File: config.mk
export PLATFORM = sky130hd
export DESIGN_NAME = key_event_decoder
export DESIGN_NICKNAME = d
export VERILOG_FILES = /design/src/rtl/key_pkg.sv /design/src/rtl/key_evt_timer.sv /design/src/rtl/key_event_decoder.sv
export SDC_FILE = /design/constraint.sdc
export NUM_CORES = 1
export LEC_CHECK = 0
export ABC_AREA = 1
export BUFFER_PORTS_ARGS = -buffer_cell sky130_fd_sc_hd__buf_2
export CAP_MARGIN = 0
export CORE_MARGIN = 3
export CORE_UTILIZATION = 41
export DETAILED_ROUTE_END_ITERATION = 8
export PLACE_DENSITY = 0.57
export REMOVE_ABC_BUFFERS = 1
export SYNTH_ARGS = -nofsm -noshare
export SYNTH_HDL_FRONTEND = slang
export SYNTH_SLANG_ARGS = --single-unit
File: constraint.sdc
create_clock -name sys_clk -period 1.8 [get_ports sys_clk]
set_input_delay 0.36 -clock sys_clk [delete_from_list [all_inputs] [get_ports sys_clk]]
set_output_delay 0.36 -clock sys_clk [all_outputs]
set_load 0.01 [all_outputs]
File: src/rtl/key_pkg.sv
// Shared state encodings for the key filter / key event decoder family.
package key_pkg;

    typedef enum logic [2:0] {
        ST_IDLE   = 3'd0,
        ST_PRESS1 = 3'd1,
        ST_WAIT2  = 3'd2,
        ST_PRESS2 = 3'd3,
        ST_HOLD   = 3'd4
    } key_state_e;

endpackage

File: src/rtl/key_evt_timer.sv
// Saturating gesture timer with synchronous clear and a terminal-count compare
// against a limit that may change at runtime.
module key_evt_timer #(
    parameter int unsigned CNT_W = 32
) (
    input  logic             i_clk,
    input  logic             i_rst_n,
    input  logic             i_clr,
    input  logic             i_en,
    input  logic [CNT_W-1:0] i_limit,
    output logic             o_tc
);

    localparam logic [CNT_W-1:0] LP_ONE = {{(CNT_W-1){1'b0}}, 1'b1};

    logic [CNT_W-1:0] r_cnt;

    assign o_tc = (r_cnt == (i_limit - LP_ONE));

    // Holding at the terminal count keeps the timer from ever wrapping.
    always_ff @(posedge i_clk or negedge i_rst_n) begin
        if (!i_rst_n) begin
            r_cnt <= '0;
        end else if (i_clr) begin
            r_cnt <= '0;
        end else if (i_en && !o_tc) begin
            r_cnt <= r_cnt + LP_ONE;
        end
    end

endmodule

File: src/rtl/key_event_decoder.sv
// Turns the debounced key stream into short-press, double-click and
// long-press pulses. Key is active-low.
import key_pkg::*;

module key_event_decoder #(
    parameter int unsigned LONG_CNT    = 50_000_000,
    parameter int unsigned DBL_GAP_CNT = 12_500_000,
    parameter int unsigned CNT_W       = 32
) (
    input  logic sys_clk,
    input  logic sys_rst_n,
    input  logic key_flag,
    input  logic key_value,
    output logic short_press,
    output logic double_click,
    output logic long_press,
    output logic busy
);

    localparam logic [CNT_W-1:0] LP_LONG = CNT_W'(LONG_CNT);
    localparam logic [CNT_W-1:0] LP_GAP  = CNT_W'(DBL_GAP_CNT);

    key_state_e       r_state;
    logic             w_press;
    logic             w_release;
    logic             w_tc;
    logic             w_timed;
    logic             w_chg;
    logic [CNT_W-1:0] w_limit;

    assign w_press   = key_flag & ~key_value;
    assign w_release = key_flag & key_value;

    assign w_timed = (r_state == ST_PRESS1) ||
                     (r_state == ST_WAIT2)  ||
                     (r_state == ST_PRESS2);
    assign w_limit = (r_state == ST_WAIT2) ? LP_GAP : LP_LONG;

    // Restart the timer on exactly the edges where the FSM leaves its state.
    always_comb begin
        w_chg = 1'b0;
        case (r_state)
            ST_IDLE:   w_chg = w_press;
            ST_PRESS1: w_chg = w_release | w_tc;
            ST_WAIT2:  w_chg = w_press | w_tc;
            ST_PRESS2: w_chg = w_release | w_tc;
            ST_HOLD:   w_chg = w_release;
            default:   w_chg = 1'b1;
        endcase
    end

    key_evt_timer #(
        .CNT_W (CNT_W)
    ) u_timer (
        .i_clk   (sys_clk),
        .i_rst_n (sys_rst_n),
        .i_clr   (w_chg),
        .i_en    (w_timed),
        .i_limit (w_limit),
        .o_tc    (w_tc)
    );

    // Key events are tested before the timeout so they win on the terminal count.
    always_ff @(posedge sys_clk or negedge sys_rst_n) begin
        if (!sys_rst_n) begin
            r_state      <= ST_IDLE;
            short_press  <= 1'b0;
            double_click <= 1'b0;
            long_press   <= 1'b0;
            busy         <= 1'b0;
        end else begin
            short_press  <= 1'b0;
            double_click <= 1'b0;
            long_press   <= 1'b0;
            busy         <= (r_state != ST_IDLE);
            case (r_state)
                ST_IDLE: begin
                    if (w_press) r_state <= ST_PRESS1;
                end
                ST_PRESS1: begin
                    if (w_release) begin
                        r_state <= ST_WAIT2;
                    end else if (w_tc) begin
                        long_press <= 1'b1;
                        r_state    <= ST_HOLD;
                    end
                end
                ST_WAIT2: begin
                    if (w_press) begin
                        r_state <= ST_PRESS2;
                    end else if (w_tc) begin
                        short_press <= 1'b1;
                        r_state     <= ST_IDLE;
                    end
                end
                ST_PRESS2: begin
                    if (w_release) begin
                        double_click <= 1'b1;
                        r_state      <= ST_IDLE;
                    end else if (w_tc) begin
                        double_click <= 1'b1;
                        r_state      <= ST_HOLD;
                    end
                end
                ST_HOLD: begin
                    if (w_release) r_state <= ST_IDLE;
                end
                default: r_state <= ST_IDLE;
            endcase
        end
    end

endmodule

==> results.ini, run 1 <==
[outcome]
status = complete, but fails checks
violations = negative hold slack

[global_route]
grt_max_degree = 33
antenna_found_initial = 0
grt_pass1_wl_mm = 13.1
first_global_vias = 2631
grt_util_met3_pct = 2.76
use_met1_pct = 32.2
overflow = 0
top_usage_layer = met2
use_met2_pct = 32.7
track_usage_pct = 21.3

[synthesis]
ys_ff_latch = 39
synthCells = 456
async_flop_share_pct = 100
synth_area_mm2 = 0.00283
yosys-top-cells-count = nand2_1 (162), nor2_1 (81), inv_1 (63), dfrtp_1 (39)
synth.top_cells.by_area = dfrtp_1 (34%), nand2_1 (21%), nor2_1 (11%)
yosysTopAreaCell = dfrtp_1
synth-main-ff-cell = dfrtp_1
synth_cell_type_count = 26
synth_top_area_share_pct = 34.5
syn-mean-instance-area_um2 = 6.20
synth-seq-area-share_pct = 34.5
synth.most_common_cell = nand2_1
synth_edf_count = 0
synth_warnings = 0

[sta]
slew_viol_final = 0
fin_worst_skew_ps = 6.14
max_freq_mhz = 569
min_period_ps = 1760
setup_viol = 0
hold_viol = 3
grt_setup_unrepaired = yes
tightest_slew_ps = 458
hold_ws_ps = -2.30
worst_slack_ps = 42.0
slew_headroom_pct = 69.3
min_period_over_period_pct = 97.7

[final_layout]
multi_input_area_mm2 = 0.00160
area_growth_syn_to_layout_pct = 23.7
final-seq-area_um2 = 976
antenna_cells = 0
fillerInstances = 653
drive_above_1_share_pct = 16.4
final_util_pct = 53.6
layout.nets = 511

[pwr]
internal-power_mw = 1.75
power.share.clock_pct = 28.8
p_seq_share_pct = 36.2
power_leakage_nw = 1.77
switchingPower_mw = 1.04
swShare_pct = 37.2
ir_drop_v = 0.000592
power_density_mw_per_mm2 = 798
power_frac_comb_pct = 35.0

[detailed_routing]
final_antenna_net_count = 0
vias = 2956
drt_iter0_drc = 202
postRouteWirelength_mm = 7.99
first_pass_iters = 5
routedWlPerCell_um = 13.7
drc = 0
vias_per_cell = 5.06

[floorplan]
die_h_um = 89.1
initial_utilization_pct = 43.3
design.die.area_mm2 = 0.00793
die_w_um = 89.1
io_pins = 8
fp-row-count = 29
core_mm2 = 0.00653

[setup_path]
cp.arrival_ps = 1950
r2r_cells = 10
path_cells = ha_2, nand2_2, nor2_4, nand3_2, nor2_4, nand4_4, buf_8, nand2_1, xor2_1, nor2_1
path_class = flip-flop to flip-flop
rr_startpoint = u_timer.r_cnt[0]
cpMaxStageDelayCell = dfrtp_1
crit_path_end_kind = flip-flop
rrSetupSlack_ps = 40
slowest_delay_ps = 370
crit_top_cell = nor2_4
timing.rr.end = u_timer.r_cnt[0]
worstPathRequired_ps = 1990
start_kind = flip-flop
cp_max_fo = 32

[place]
port_buffers = 7
pre_cts_ws_ps = -29.2
dp.final_hpwl_mm = 5.95
gp_congestion = 0.890

[cts]
cts_buffers = 5
cts_tree = done
path_clk_slew_ps = 90
h-tree-depth = 2
clk-insertion-delay-late_ps = 300
cts_buffer_depth = 2
cts-root-buf = clkbuf_8
postCtsHoldBufs = 0
cts.sinks = 39

[hold_path]
min_path_type = primary input to asynchronous set/reset pin

[flow_run]
drv_cap = 0

==> per-layer routing <==
layer | up-vias | wire, um
met5 | - | 0
li1 | 1525 | -
met4 | 0 | 63
met3 | 7 | 403
met2 | 75 | 3490
met1 | 1349 | 4030
==> critical path, delay by kind of cell, from the launching register on <==
family	cells	cell delay, ps
buffers and inverters	1	210
adder cells (fa/ha/maj)	1	200
XOR/XNOR	1	150
AND/OR/NAND/NOR	7	720
flip-flops	1	370
==> flip-flops by register name, summed over array words and instances, names as in the netlist <==
signal	count
u_timer.r_cnt	32
r_state	3
busy	1
double_click	1
long_press	1
short_press	1
==> timing repair <==
action,CTS,global route
cloned,0,0
buffers inserted,2,6
setup endpoints to repair,6,30
resized for setup,4,15
pin swaps,2,4
==> worst max-delay path by stage <==
| stage | start | to | slack [ps] | cells past startpoint |
|---|---|---|---|---|
| final | u_timer.r_cnt[0] | u_timer.r_cnt[0] | 40 | 10 |
| after floorplan | u_timer.r_cnt[0] | u_timer.r_cnt[0] | -220 | 10 |
| after detailed placement | u_timer.r_cnt[0] | u_timer.r_cnt[0] | -30 | 10 |
| after global routing | u_timer.r_cnt[1] | u_timer.r_cnt[12] | -60 | 11 |
| after global placement | u_timer.r_cnt[1] | u_timer.r_cnt[0] | 30 | 10 |
| after CTS | u_timer.r_cnt[1] | u_timer.r_cnt[12] | 6 | 11 |
==> power by group through the flow <==
stage	logic, mW	registers (mW)	clock network, mW
final	0.977	1.01	0.805
after global routing	1.07	1.02	0.856
after CTS	0.904	0.999	0.818
after detailed placement	0.862	1.02	0
after global placement	0.861	1.02	0
after floorplan	0.472	1.02	0
==> area by class of cell <==
class	count	share of cell area, %
flip-flops and latches	39	27.9
well taps	77	2.75
inverters	66	7.15
repair buffers	54	13.2
multi-input cells	340	45.7
clock inverters	2	1.00
clock buffers	6	2.36
==> cells by family (layout without fill, tap and decap cells) <==
| kind of cell | after synthesis | in the layout | share of synthesized area (%) |
|---|---|---|---|
| AND/OR/NAND/NOR | 327 | 327 | 50.7 |
| buffers and inverters | 77 | 128 | 11.0 |
| flip-flops | 39 | 39 | 34.5 |
| XOR/XNOR | 9 | 9 | 2.79 |
| AO/OA/AOI/OAI | 3 | 3 | 0.575 |
| adder cells (fa/ha/maj) | 1 | 1 | 0.442 |
==> placed cells by master (no fill, tap or decap), types with 4 or more instances in the layout <==
cell type and count:
buf_12 4, buf_2 7, buf_4 38, buf_6 4
clkbuf_8 6, dfrtp_1 39, inv_1 63, nand2_1 161
nand3_1 35, nand4_1 35, nor2_1 76, nor2_2 5
nor2_4 4, xor2_1 7
==> through the flow <==
stage               hold slack [ps]  instances  power, mW  instance area (um^2)  TNS, ps
global route                   12.9        584       2.95                  3500     -727
detailed placement              339        568       1.88                  3230    -29.2
floorplan                      64.4        445       1.49                  2770    -6250
global placement                336        568       1.88                  3230        0
finish                        -2.30        584       2.79                  3500        0
CTS                            17.1        578       2.72                  3380        0
Power figures use the tool's default switching activity.
==> run 2, diff against run 1 <==
--- a/config.mk
+++ b/config.mk
@@ -5,14 +5,14 @@
 export SDC_FILE = /design/constraint.sdc
 export NUM_CORES = 1
 export LEC_CHECK = 0
-export ABC_AREA = 1
 export BUFFER_PORTS_ARGS = -buffer_cell sky130_fd_sc_hd__buf_2
 export CAP_MARGIN = 0
 export CORE_MARGIN = 3
 export CORE_UTILIZATION = 41
 export DETAILED_ROUTE_END_ITERATION = 8
-export PLACE_DENSITY = 0.57
+export PLACE_DENSITY = 0.58
 export REMOVE_ABC_BUFFERS = 1
+export SETUP_SLACK_MARGIN = 0.02
 export SYNTH_ARGS = -nofsm -noshare
 export SYNTH_HDL_FRONTEND = slang
 export SYNTH_SLANG_ARGS = --single-unit
==> run 2 against run 1 <==
Against the previous run:
- the run ends with negative setup slack left
- wire length is 6.6% lower
- sequential cell count stayed put
- area after synthesis is 20% lower
- non-clock buffer count is 45 higher
==> results.ini, run 2 <==
[outcome]
status = complete, but fails checks  ; unchanged
violations = negative setup slack  ; was negative hold slack

[synthesis]
synth_edf_count = 0  ; unchanged
synthCells = 250  ; was 456
syn-mean-instance-area_um2 = 9.10  ; was 6.20 um^2
synth-seq-area-share_pct = 42.9  ; was 34.5%
synth_area_mm2 = 0.00227  ; was 0.00283 mm^2
synth.most_common_cell = dfrtp_1  ; was nand2_1
yosys-top-cells-count = dfrtp_1 (39), nor2_1 (24), nand3_1 (20), a21oi_1 (19)  ; was nand2_1 (162), nor2_1 (81), inv_1 (63), dfrtp_1 (39)
synth_top_area_share_pct = 42.9  ; was 34.5%
ys_ff_latch = 39  ; unchanged
synth_cell_type_count = 48  ; was 26
synth-main-ff-cell = dfrtp_1  ; unchanged
synth_warnings = 0  ; unchanged
synth.top_cells.by_area = dfrtp_1 (43%), nand3_1 (4.4%), nand4_1 (4.4%)  ; was dfrtp_1 (34%), nand2_1 (21%), nor2_1 (11%)
async_flop_share_pct = 100  ; unchanged
yosysTopAreaCell = dfrtp_1  ; unchanged

[floorplan]
initial_utilization_pct = 43.4  ; was 43.3%
fp-row-count = 26  ; was 29
die_w_um = 80.5  ; was 89.1 um
die_h_um = 80.5  ; was 89.1 um
io_pins = 8  ; unchanged
core_mm2 = 0.00524  ; was 0.00653 mm^2
design.die.area_mm2 = 0.00648  ; was 0.00793 mm^2

[sta]
fin_setup_tns_ps = -4890  ; was 0 ps
tightest_slew_ps = 479  ; was 458 ps
hold_viol = 0  ; was 3
grt_setup_unrepaired = yes  ; unchanged
min_period_ps = 2010  ; was 1760 ps
fin_worst_skew_ps = 7.31  ; was 6.14 ps
min_period_over_period_pct = 112  ; was 97.7%
max_freq_mhz = 498  ; was 569 MHz
slew_viol_final = 0  ; unchanged
worst_slack_ps = -207  ; was 42.0 ps
slew_headroom_pct = 68.0  ; was 69.3%
setup_viol = 36  ; was 0

[place]
port_buffers = 7  ; unchanged
pre_cts_ws_ps = -182  ; was -29.2 ps
place_inst = 390  ; was 568
gp_congestion = 0.829  ; was 0.890
dp.final_hpwl_mm = 4.67  ; was 5.95 mm

[final_layout]
layout.nets = 349  ; was 511
area_growth_syn_to_layout_pct = 59.2  ; was 23.7%
final_cells = 415  ; was 584
largest_reg_flops = 32  ; unchanged
mostFrequentLayoutCells = buf_4 (73), dfrtp_1 (38), nand4_1 (16)  ; was nand2_1 (161), nor2_1 (76), inv_1 (63)
antenna_cells = 0  ; unchanged
final_util_pct = 69.1  ; was 53.6%
final_common_cell = buf_4  ; was nand2_1
drive_above_1_share_pct = 48.4  ; was 16.4%
regMostFlops = u_timer.r_cnt  ; unchanged
reg_top3 = u_timer.r_cnt (32), r_state (3)  ; unchanged

[detailed_routing]
first_pass_iters = 4  ; was 5
drt_iter0_drc = 134  ; was 202
vias_per_cell = 5.75  ; was 5.06
vias = 2386  ; was 2,956
postRouteWirelength_mm = 7.46  ; was 7.99 mm
final_antenna_net_count = 0  ; unchanged
routedWlPerCell_um = 18.0  ; was 13.7 um
drc = 0  ; unchanged

[setup_path]
critical_path.startpoint = u_timer.r_cnt[11]  ; was u_timer.r_cnt[0]
path_class = flip-flop to flip-flop  ; unchanged
slowest_delay_ps = 500  ; was 370 ps
cpMaxStageDelayCell = a2111oi_4  ; was dfrtp_1
critPathBufInv = 1  ; unchanged
cp.depth = 6  ; was 10
cp_max_fo = 5  ; was 32
rr_startpoint = u_timer.r_cnt[11]  ; was u_timer.r_cnt[0]
cp.arrival_ps = 2210  ; was 1950 ps
path_cells = and4bb_2, nand3b_1, a2111oi_4, buf_4, nor2_2, o2111a_1  ; was ha_2, nand2_2, nor2_4, nand3_2, nor2_4, nand4_4, buf_8, nand2_1, xor2_1, nor2_1
worstPathRequired_ps = 2000  ; was 1990 ps
start_kind = flip-flop  ; unchanged
crit_path_end_kind = flip-flop  ; unchanged
r2r_cells = 6  ; was 10
crit_family = compound AO/OA/AOI/OAI gates  ; was simple AND/OR/NAND/NOR gates

[cts]
cts_buffer_depth = 2  ; unchanged
h-tree-depth = 2  ; unchanged
cts_buffers = 5  ; unchanged
clk-insertion-delay-late_ps = 300  ; about the same
cts-root-buf = clkbuf_8  ; unchanged
cts_tree = done  ; unchanged
cts.sinks = 39  ; unchanged
postCtsHoldBufs = 0  ; unchanged
path_clk_slew_ps = 80  ; was 90 ps

[global_route]
first_global_vias = 2225  ; was 2,631
grt_pass1_wl_mm = 11.0  ; was 13.1 mm
grt_util_met3_pct = 4.15  ; was 2.76%
overflow = 0  ; unchanged
use_met2_pct = 36.0  ; was 32.7%
top_usage_layer = met2  ; unchanged
antenna_found_initial = 0  ; unchanged
grt_max_degree = 21  ; was 33
track_usage_pct = 22.3  ; was 21.3%
use_met1_pct = 30.0  ; was 32.2%

[pwr]
power_leakage_nw = 1.51  ; was 1.77 nW
ir_drop_v = 0.000473  ; was 0.000592 V
power_density_mw_per_mm2 = 795  ; was 798 mW/mm^2

[flow_run]
drv_cap = 0  ; unchanged

[hold_path]
min_path_type = primary input to asynchronous set/reset pin  ; unchanged

-- run 2: area by class of cell --
cell class                      instances  area, um^2
Clock buffer                            6        82.6
Timing Repair Buffer                   99         888
Sequential cell                        39         977
Inverter                                3        11.3
Fill cell                             396        1620
Clock inverter                          2        35.0
Multi-Input combinational cell        196        1540
Tap cell                               70        87.6
-- run 2: report_power, final --
group	total, mW	internal (mW)	switching, mW
sequential	0.972	0.937	0.0347
combinational	1.11	0.535	0.577
clock	0.793	0.449	0.344
total	2.88	1.92	0.956
-- run 2: routing by layer --
metal | share of wire [%] | routed length (um) | up-vias
met2 | 48 | 3590 | 73
met4 | 2.5 | 186 | 0
li1 | - | - | 1130
met1 | 45 | 3360 | 1167
met5 | 0 | 0 | -
met3 | 4.5 | 335 | 16
-- run 2: cell families (layout without fill, tap and decap cells) --
group	Yosys count	in the layout	synth area share, %
fa+ha+maj	1	1	0.550
flops	39	39	42.9
buf+inv	15	110	3.41
compound gates	51	51	14.5
simple gates	130	130	33.2
xor+xnor	14	14	5.39
-- run 2: worst paths after layout --
| path | endpoint | slack (ps) |
|---|---|---|
| worst max-delay path | r_state[0] | -210 |
| worst min-delay path | r_state[1] | 1 |
| worst max register to register | r_state[0] | -210 |
| worst min register to register | long_press | 590 |
| max in group asynchronous | u_timer.r_cnt[26] | 1320 |
| min in group sys_clk | r_state[1] | 350 |
-- run 2: repair_timing --
item                                    in CTS  in global routing
endpoints found under the setup margin      37                 38
gates cloned                                 2                  2
setup buffers                                7                  7
pin swaps                                    9                 19
resized for setup                           25                 60
-- run 2: worst reg2reg max path: stages (launching register included) --
cell	delay (ps)
dfrtp_1	430
and4bb_2	330
nand3b_1	150
a2111oi_4	500
buf_4	230
nor2_2	50
o2111a_1	220
-- run 2: per-stage QoR --
step	hold WS (ps)	power, mW	area, um^2
after floorplan	64.4	1.34	2210
after global placement	345	1.78	2940
after detailed placement	346	1.79	2940
after CTS	21.5	2.72	3280
after global routing	44.6	2.99	3620
final	1.13	2.88	3620
